### src/rtl/fetch_unit.sv
// Instruction fetch stage: PC generation, 1-cycle ROM pairing, 2-entry decode queue, redirect and fault handling.
// Optional build macro FETCH_PERF_EN adds handshake and stall performance counters.
module fetch_unit #(
    parameter logic [31:0] RESET_PC   = 32'h0100_0000,
    parameter logic [31:0] IMEM_BASE  = 32'h0100_0000,
    parameter int unsigned IMEM_WORDS = 501
) (
    input  logic        clk,
    input  logic        rst_n,
    output logic [31:0] imem_addr,
    input  logic [31:0] imem_data,
    input  logic        redirect_valid,
    input  logic [31:0] redirect_pc,
    output logic        out_valid,
    input  logic        out_ready,
    output logic [31:0] out_pc,
    output logic [31:0] out_instr,
    output logic        fetch_fault,
    output logic [31:0] fault_pc
`ifdef FETCH_PERF_EN
    ,
    output logic [31:0] perf_fetched,
    output logic [31:0] perf_stall
`endif
);

    localparam int unsigned QDEPTH     = 2;
    localparam logic [32:0] IMEM_LIMIT = {1'b0, IMEM_BASE} + 33'(IMEM_WORDS) * 33'd4;

    typedef enum logic {
        ST_RUN   = 1'b0,
        ST_FAULT = 1'b1
    } state_t;

    state_t      r_state;
    state_t      w_state_nxt;
    logic [31:0] r_fault_pc;
    logic [31:0] w_fault_pc_nxt;
    logic [31:0] r_fetch_pc;
    logic [31:0] r_inflight_pc;
    logic        r_inflight;
    logic [1:0]  r_count;
    logic [31:0] r_q_pc    [QDEPTH];
    logic [31:0] r_q_instr [QDEPTH];

    logic        w_pop;
    logic        w_push;
    logic        w_issue;
    logic        w_credit;
    logic [2:0]  w_occ;
    logic [1:0]  w_slot;

    function automatic logic f_legal(input logic [31:0] pc);
        return (pc[1:0] == 2'b00) && ({1'b0, pc} >= {1'b0, IMEM_BASE}) && ({1'b0, pc} < IMEM_LIMIT);
    endfunction

    assign imem_addr   = r_fetch_pc;
    assign out_valid   = (r_count != 2'd0);
    assign out_pc      = r_q_pc[0];
    assign out_instr   = r_q_instr[0];
    assign fetch_fault = (r_state == ST_FAULT);
    assign fault_pc    = r_fault_pc;

    assign w_pop    = out_valid & out_ready;
    assign w_push   = r_inflight & ~redirect_valid;
    // Queue slots plus the in-flight read may never exceed the queue depth.
    assign w_occ    = 3'(r_count) + 3'(r_inflight) - 3'(w_pop);
    assign w_credit = (w_occ <= 3'd1);
    assign w_slot   = r_count - 2'(w_pop);

    // Next-state: redirect dominates, then sequential issue or overrun.
    always_comb begin
        w_state_nxt    = r_state;
        w_fault_pc_nxt = r_fault_pc;
        w_issue        = 1'b0;
        if (redirect_valid) begin
            if (f_legal(redirect_pc)) begin
                w_state_nxt = ST_RUN;
            end else begin
                w_state_nxt    = ST_FAULT;
                w_fault_pc_nxt = redirect_pc;
            end
        end else if ((r_state == ST_RUN) && w_credit) begin
            if (f_legal(r_fetch_pc)) begin
                w_issue = 1'b1;
            end else begin
                w_state_nxt    = ST_FAULT;
                w_fault_pc_nxt = r_fetch_pc;
            end
        end
    end

    always_ff @(posedge clk) begin
        if (!rst_n) begin
            r_state    <= ST_RUN;
            r_fault_pc <= 32'd0;
        end else begin
            r_state    <= w_state_nxt;
            r_fault_pc <= w_fault_pc_nxt;
        end
    end

    // PC, in-flight tracking and queue; a redirect flushes everything but a same-cycle pop.
    always_ff @(posedge clk) begin
        if (!rst_n) begin
            r_fetch_pc    <= RESET_PC;
            r_inflight    <= 1'b0;
            r_inflight_pc <= 32'd0;
            r_count       <= 2'd0;
            for (int i = 0; i < QDEPTH; i++) begin
                r_q_pc[i]    <= 32'd0;
                r_q_instr[i] <= 32'd0;
            end
        end else begin
            r_inflight <= w_issue;
            if (w_issue) begin
                r_inflight_pc <= r_fetch_pc;
                r_fetch_pc    <= r_fetch_pc + 32'd4;
            end
            if (redirect_valid) begin
                r_fetch_pc <= redirect_pc;
                r_count    <= 2'd0;
            end else begin
                if (w_pop) begin
                    r_q_pc[0]    <= r_q_pc[1];
                    r_q_instr[0] <= r_q_instr[1];
                end
                if (w_push) begin
                    if (w_slot == 2'd0) begin
                        r_q_pc[0]    <= r_inflight_pc;
                        r_q_instr[0] <= imem_data;
                    end else begin
                        r_q_pc[1]    <= r_inflight_pc;
                        r_q_instr[1] <= imem_data;
                    end
                end
                r_count <= r_count + 2'(w_push) - 2'(w_pop);
            end
        end
    end

`ifdef FETCH_PERF_EN
    logic [31:0] r_perf_fetched;
    logic [31:0] r_perf_stall;

    always_ff @(posedge clk) begin
        if (!rst_n) begin
            r_perf_fetched <= 32'd0;
            r_perf_stall   <= 32'd0;
        end else begin
            if (w_pop) begin
                r_perf_fetched <= r_perf_fetched + 32'd1;
            end
            if (out_valid && !out_ready) begin
                r_perf_stall <= r_perf_stall + 32'd1;
            end
        end
    end

    assign perf_fetched = r_perf_fetched;
    assign perf_stall   = r_perf_stall;
`else
    // Performance counters are compiled out in this build.
`endif

endmodule

### config.mk
export PLATFORM = sky130hd
export DESIGN_NAME = fetch_unit
export DESIGN_NICKNAME = d
export VERILOG_FILES = /design/src/rtl/fetch_unit.sv
export SDC_FILE = /design/constraint.sdc
export NUM_CORES = 1
export LEC_CHECK = 0
export ABC_AREA = 1
export CORE_MARGIN = 1.5
export CORE_UTILIZATION = 48
export DETAILED_ROUTE_END_ITERATION = 8
export GPL_ROUTABILITY_DRIVEN = 1
export GPL_TIMING_DRIVEN = 0
export PLACE_DENSITY = 0.71
export SYNTH_ARGS = -nofsm -noshare
export SYNTH_HDL_FRONTEND = slang
export SYNTH_SLANG_ARGS = --single-unit
### constraint.sdc
create_clock -name clk -period 10.9 [get_ports clk]
set_input_delay 1.09 -clock clk [delete_from_list [all_inputs] [get_ports clk]]
set_output_delay 1.09 -clock clk [all_outputs]
set_load 0.05 [all_outputs]
==> Word level (Yosys, flattened, before mapping) <==
Memory sizes are Yosys's and may differ from the RTL's.
Index checks and enable logic that the tools add are counted.
{ "totals": {"n_memories": 2, "in_bits": 68, "output_inout_bits": 130, "ramBits": 128, "elab_cells": 80, "regBits": 100} }
{ "classes": {"n_lt_le_gt_ge": 5, "add_sub_neg": 6, "eq_ne": 2, "reduce_logical": 14, "bitwise_logic": 11, "muxes": 34} }
{ "mem_list": {"columns": ["name", "depth", "word_bits", "rd", "rd_ports_with_merged_regs", "write_ports", "line", "text"], "rows": [
  ["r_q_instr", 2, 32, 2, 0, 2, "44", "logic [31:0] r_q_instr [QDEPTH];"],
  ["r_q_pc", 2, 32, 2, 0, 2, "43", "logic [31:0] r_q_pc [QDEPTH];"]
]} }
{ "op_table": {"columns": ["cell", "count"], "rows": [
  ["$mux W32", 12],
  ["$ge A32 B25 Y1 const B", 2],
  ["$lt A32 B25 Y1 const B", 2],
  ["$add A32 B3 Y32 const B", 1],
  ["$mux W1", 22],
  ["$logic_not A2 Y1", 3],
  ["$or A1 B1 Y1", 6],
  ["$reduce_bool A2 Y1", 3],
  ["$logic_and A1 B1 Y1", 5],
  ["$ne A2 B2 Y1 const B", 2],
  ["$sub A2 B1 Y2", 2],
  ["$add A2 B1 Y3", 1],
  ["$le A3 B1 Y1 const B", 1],
  ["$not A1 Y1", 3],
  ["$reduce_and A3 Y1", 1],
  ["$sub A3 B1 Y3", 1],
  ["$add A2 B1 Y2", 1],
  ["$and A1 B1 Y1", 2],
  ["$reduce_and A2 Y1", 1],
  ["$reduce_or A2 Y1", 1]
]} }

==> Depth between registers and ports, before layout <==
{ "depth": {"ltp_word": 10, "depth_mapped": 19, "mapped_depth_nobuf": 17} }

==> Worst setup path after synthesis <==
No wires, ideal clock.
{ "synth_path": {"path_type": "input to register", "start": "input redirect_valid", "end": "memory r_q_instr[1][0] (netlist: r_q_instr[0][32]) (enable)", "t_arrival_ps": 5980, "cell_stages": 4, "n_path_buf": 1, "t_required_ps": 10326, "setup_ps": 574, "slack_ps": 4346, "path_cell_list": "clkbuf_1 > nor2_1 > inv_1 > o21ai_0"} }
{ "synth_lines": {"columns": ["element", "line", "text"], "rows": [
  ["from (decl)", "12", "input logic redirect_valid,"],
  ["to (decl)", "44", null]
]} }

==> Worst setup path after layout <==
{ "layout_path": {"start": "input out_ready", "end": "register r_inflight_pc[8]"} }
{ "layout_between": {"elab_chain_cells": 6} }
{ "layout_lines": {"columns": ["element", "line", "text"], "rows": [
  ["from (decl)", "15", "input logic out_ready,"],
  ["$and A1 B1 Y1", "64", "assign w_pop = out_valid & out_ready;"],
  ["$sub A3 B1 Y3", "67", "assign w_occ = 3'(r_count) + 3'(r_inflight) - 3'(w_pop);"],
  ["$le A3 B1 Y1", "68", "assign w_credit = (w_occ <= 3'd1);"],
  ["$logic_and A1 B1 Y1", "83", "end else if ((r_state == ST_RUN) && w_credit) begin"],
  ["$mux W1", "83", null],
  ["$mux W1", "76", "if (redirect_valid) begin"],
  ["to (signal assigned)", "117", "r_inflight_pc <= r_fetch_pc;"],
  ["to (decl)", "40", "logic [31:0] r_inflight_pc;"]
]} }
No other way between the ends.
A chain may end at the register's enable or synchronous reset.

==> impl_metrics.yaml <==
pwr:
  clkPwrFrac_pct: 40.7
  internal_power_w: 0.00156
  ir_worst_vdd_uv: 137
  p_switching_w: 0.000525
  leakage_nw: 5.43
  power_density_nw_per_um2: 160
  comb_power_share_pct: 13.2
  power_frac_seq_pct: 46.0
  swShare_pct: 25.2
clock_network:
  postCtsSetupBuffers: 0
  holdBufCountCts: 0
  cts_root_buf: "clkbuf_16"
  cts_made_buffers: 24
  clk_latency_ps: 510
  cts_resized: 0
  h-tree-depth: 1
  clock_path_buffers: 3
  cts_tree: "built"
  clkTransAtPathRegs_ps: 60
  clock-sinks: 228
final_layout:
  area_delta_synth_final_pct: 33.1
  final_nets: 1336
  final_area_um2: 13000
  drive_gt1_share_pct: 11.5
  n_antenna_cell: 0
timing:
  tns_ps: 0
  drv_slew: 0
  period_needed_ps: 3540
  fin_skew_ps: 12.9
  rsz0062_at_grt: "no"
  worst_pin_slew_ps: 716
  maxSlewHeadroom_pct: 52.3
  min_period_over_period_pct: 32.5
  fmax_mhz: 282
  setup_violations: 0
  final_hold_viol_count: 0
floorplanning:
  initial_core_util_pct: 48.8
  die-area_um2: 21300
  fp.coreArea_um2: 20100
  die_h_um: 146
  die_w_um: 146
  top_level_ports: 198
  num_rows: 52
grt:
  antenna_found_initial: 0
  grt_pass1_vias: 7777
  gr-usage-all-layers_pct: 22.5
  grt_max_degree: 28
  grt_overflow: 0
  grt_pass1_wl_mm: 38.5
routing:
  routed_wl_mm: 23.9
  drt_iter0_markers: 348
  avgViaCountPerCell: 4.91
  remaining_drc_errors: 0
  vias: 7604
  detail-route-antenna-nets: 0
  first_pass_iters: 4
  wl_per_cell_um: 15.4
run_status:
  status: "completed"
logic_synthesis:
  synth_cells: 1030
  yosysMostFrequentCell: "nor2_1"
  ys_ff_latch: 228
  yosysTopAreaCellShare_pct: 39.2
  synth_top_cell_by_area: "edfxtp_1"
  ys_types: 27
  synth-edff-count: 128
  synth_ff_type: "edfxtp_1"
  netlist_area_um2: 9810
  synth_common_cells: "206 x nor2_1, 128 x edfxtp_1, 110 x inv_1, 100 x dfxtp_1, 99 x nand2_1"
  syn_nets: 1104
  yosysSeqAreaShare_pct: 59.6
  yosysWarnings: 0
  async_reset_ff_share_pct: 0
  ys_top_cells_by_area: "edfxtp_1 39%, dfxtp_1 20%, nor2_1 7.9%"
  avgSynthCellArea_um2: 9.52
min_path:
  min_path_type: "flop to flop"
placed_design:
  dpl.hpwl_mm: 17.2
  place.gp.congestion: 0.814
  portBuffers: 196
  dpl_cell_area_um2: 12200
critical_path:
  crit_arrival_ps: 3930
  path_class: "primary input to flop"
  worstPathMaxFanout: 10
  cp.required_ps: 11290
  worstSetupStartpointType: "primary input"
  critPathCaptureType: "flop"
flow_run:
  cap_violations: 0
metal layers:
| metal | wire (µm) | track usage [%] | share of wire [%] | vias up |
|---|---|---|---|---|
| met5 | 0 | 0 | 0 | - |
| met2 | 11500 | 39.7 | 48 | 218 |
| met1 | 10100 | 27.0 | 42 | 3540 |
| li1 | - | - | - | 3821 |
| met3 | 1970 | 6.74 | 8.2 | 25 |
| met4 | 304 | 4.95 | 1.3 | 0 |
per-stage QoR:
step / worst slack [ps] / utilization (%) / hold WS, ps / total power, W / instances
5_1_grt: 7060 / 64.9 / 478 / 0.00215 / 1550
4_1_cts: 7370 / 64.9 / 455 / 0.00209 / 1550
6_report: 7360 / 64.9 / 453 / 0.00208 / 1550
3_3_place_gp: 1460 / 60.2 / 443 / 0.00125 / 1496
2_1_floorplan: 4350 / - / 433 / 0.00115 / 1030
3_5_place_dp: 6860 / 60.8 / 446 / 0.00125 / 1506
sequential cells by signal (all words and copies together) (netlist names):
| register | flops |
|---|---|
| fault_pc | 32 |
| r_q_instr | 64 |
| r_inflight_pc | 32 |
| r_q_pc | 64 |
| r_inflight | 1 |
| fetch_fault | 1 |
| imem_addr | 32 |
| r_count | 2 |
logic make-up after synthesis:
kind of cell	after synthesis	share of synthesized area, %
buffers and inverters	239	12.1
AOI/OAI and AO/OA	140	8.56
muxes	20	2.04
and+or+nand+nor	388	16.0
DFF	228	59.6
xor gates and xnor gates	9	0.804
adders and majority gates	6	0.842
worst paths after layout:
path | startpoint | end | slack [ps] | cells after the start
setup / recovery | out_ready | r_inflight_pc[8] | 7360 | 14
hold / removal | r_inflight_pc[27] | r_inflight_pc[27] | 450 | 2
setup reg to reg | r_count[1] | r_inflight_pc[8] | 7850 | 15
hold reg to reg | r_inflight_pc[27] | r_inflight_pc[27] | 450 | 2
layout make-up:
type / count / area, µm²
clock inverters: 15 / 175
plain buffers: 124 / 757
inverters: 115 / 432
repair buffers: 206 / 2080
clock buffers: 29 / 641
well taps: 270 / 338
multi-input cells: 563 / 2780
flip-flops and latches: 228 / 5850
fillers: 1646 / 7060
cell usage in the layout, fill, tap and decap left out:
master,synthesis,final
nand3b_1,2,2
or2_1,1,1
o21a_1,1,1
a211oi_1,43,43
clkdlybuf4s50_1,0,196
clkinvlp_4,0,1
buf_2,29,29
inv_8,0,1
clkinv_2,0,2
o21ai_0,30,29
o211ai_1,1,1
buf_4,68,74
buf_12,0,1
clkbuf_16,0,25
fa_1,1,1
buf_1,9,9
buf_16,0,1
clkbuf_1,18,22
nand2_1,99,99
dfxtp_1,100,100
ha_1,5,5
nand4_1,3,3
or2_2,1,1
mux2i_1,20,20
o22ai_1,21,21
a21oi_1,44,44
nor3_1,10,10
o21ai_4,0,1
buf_6,0,2
nand3_1,66,66
inv_2,5,5
clkinv_1,0,7
inv_1,110,110
xor2_1,7,7
bufinv_16,0,4
xnor2_1,2,2
nor2_1,206,206
edfxtp_1,128,128
worst max-delay path, cell delays in order:
cell,delay (ps)
clkdlybuf4s50_1,480
nand2_1,100
inv_1,110
nand2_1,70
o21ai_0,80
ha_1,160
inv_1,40
fa_1,480
nand2_1,60
nor3_1,320
nand3_1,420
buf_2,340
nand3_1,90
o21ai_0,80
power by group through the flow:
| stage | clock [W] | sequential [W] | combinational [W] |
|---|---|---|---|
| final | 0.000848 | 0.000958 | 0.000276 |
| after global routing | 0.000893 | 0.000962 | 0.000293 |
| after CTS | 0.000858 | 0.000958 | 0.000277 |
| after detailed placement | 0 | 0.000976 | 0.000275 |
| after global placement | 0 | 0.000980 | 0.000269 |
| after floorplan | 0 | 0.00104 | 0.000111 |
No activity file was read; power rests on OpenSTA's default activity.
==> RTL change: new RTL, same settings <==
Build with the macro `FETCH_PERF_EN` defined.
--- a/src/rtl/fetch_unit.sv
+++ b/src/rtl/fetch_unit.sv
@@ -1,5 +1,7 @@
 // Instruction fetch stage: PC generation, 1-cycle ROM pairing, 2-entry decode queue, redirect and fault handling.
 // Optional build macro FETCH_PERF_EN adds handshake and stall performance counters.
+`define FETCH_PERF_EN
+
 module fetch_unit #(
     parameter logic [31:0] RESET_PC   = 32'h0100_0000,
     parameter logic [31:0] IMEM_BASE  = 32'h0100_0000,
Check against the original RTL (old outputs only; new: perf_fetched and perf_stall): no difference found for any inputs over 4 cycles, from zero or initial values and one cycle with rst_n low; that may be too few to reach the edited logic, so the function may still have changed.
==> RTL change against the original RTL <==
Combinational power is 7% higher; worst setup slack got worse by 0.45 ns; sequential cell count increased by 64; final area is 36% higher; critical path depth grew 4; core utilization decreased by 0.89 points; wire length up 51%; total power grew 22%; clock skew is 0.0043 ns lower; sequential power is 24% higher; synthesized area rose by 38%; clock power increased by 23%; first-iteration DRC count grew 110%; critical path type unchanged; largest power group unchanged; highest routed layer unchanged.
==> RTL change: results (changes against the original RTL) <==
- Status: completed
- Number of iterations in the first detailed-routing pass: 5 (+1)
* Cell count of the worst reg-to-reg path: 19 (+4)
- Top cells by instance count after synthesis: 293 x nor2_1, 292 x nand2_1, 164 x dfxtp_1, 164 x inv_1, 128 x edfxtp_1
* Total length of routed met3 wires: 3269 um (+66%)
* Psw: 0.0006233 W (+19%)
- The routed metal-1 wirelength came to 15020 um (+49%).
* Final std cells w/o fill: 2328 (+50%)
* Number of buffers created by CTS: 30 (+25%)
* Latest clock arrival within the worst-skew pair: 0.55 ns (+0.04 ns)
- The combinational cell power is 0.000295 W (+7%).
* Power per cell area: 142.3 nW/um^2 (-11%)
- Dominant cells by area after synthesis: edfxtp_1 28%, dfxtp_1 24%, nor2_1 8.1%, nand2_1 8.1%, inv_1 4.5%
- The filler cell count in the final layout is 2389 (+45%).
- Worst hold slack: 0.4630 ns (+0.01014 ns)
- Time the worst path needs with I/O delays and setup: 3.991 ns (+0.4488 ns)
- Relative to the synthesized area, the layout overhead comes to 30.98%.
* Global-route met2 utilization: 41.92% (+2.2 points)
- Mapped Nets: 1702 (+54%)
* Setup clock skew after layout: 0.008612 ns (-0.004270 ns)
- The path with the worst hold slack has its endpoint at r_inflight_pc[11].
* Total vias in the final route: 11810 (+55%)
* Post-synthesis sequential area ratio: 52.48% (-7.1 points)
- Startpoint of the worst hold path: r_inflight_pc[11]
- Clock network power: 0.00104 W (+23%)
- The data arrival time of the worst path came to 4.43 ns (+0.50 ns).
* Total leakage power: 6.797 nW (+25%)
- Number of global-route vias before repair: 11410 (+47%)
- Endpoint of the worst setup timing path: fault_pc[6]
- The slew at the pin closest to its max-slew limit is 0.8692 ns (+0.1532 ns).
* Average detailed-routed wire length per instance: 15.50 um (+0.55%)
- The final weighted congestion in routability-driven placement came to 0.8847 (+8.7%).
* Pre-CTS worst setup slack: 6.331 ns (-0.5307 ns)
* Number of nets at the end of the flow: 2003 (+50%)
- Pin count of the biggest net entering global routing: 25 (-11%)
- Post-place instance area: 16770 um^2 (+37%)
* Drt initial violations: 740 (+110%)
- The highest fanout seen on the critical path is 10 (unchanged).
* Most frequently used flop master after synthesis: dfxtp_1
- The amount of wire on met2 after detailed routing came to 16990 um (+47%).
- First-pass GRT wire length: 57790 um (+50%)
- The number of I/O port buffers came to 260 (+33%).
* Placed wire-length estimate after detailed placement: 27000 um (+57%)
- Worst-case register-to-register setup slack: 7.48 ns (-0.37 ns)
[RTL change: cell count changes in the layout (fill, tap and decap cells not counted), moves of 10 or more]
cell,unedited run,this run
o21ai_0,29,45
clkdlybuf4s50_1,196,260
nand2_1,99,292
nand4_1,3,15
nor2_1,206,293
a21oi_2,0,10
nor3_1,10,60
inv_1,110,164
a21oi_1,44,75
nand3_1,66,86
dfxtp_1,100,164
[RTL change: cells by family after synthesis]
kind of cell | after synthesis | share of synthesized area, %
xor+xnor | 18 | 1.161
compound gates | 202 | 8.763
mux | 21 | 1.548
simple gates | 779 | 24.18
buf+inv | 306 | 11.08
flops | 292 | 52.48
fa+ha+maj | 8 | 0.7924
[RTL change: cell type report]
type	instances	share of cell area, %
flip-flops and latches	292	40.07
multi-input cells	1028	27.89
repair buffers	269	15.24
clock buffers	49	5.227
plain buffers	135	4.840
inverters	171	3.616
well taps	378	2.659
clock inverters	6	0.4643
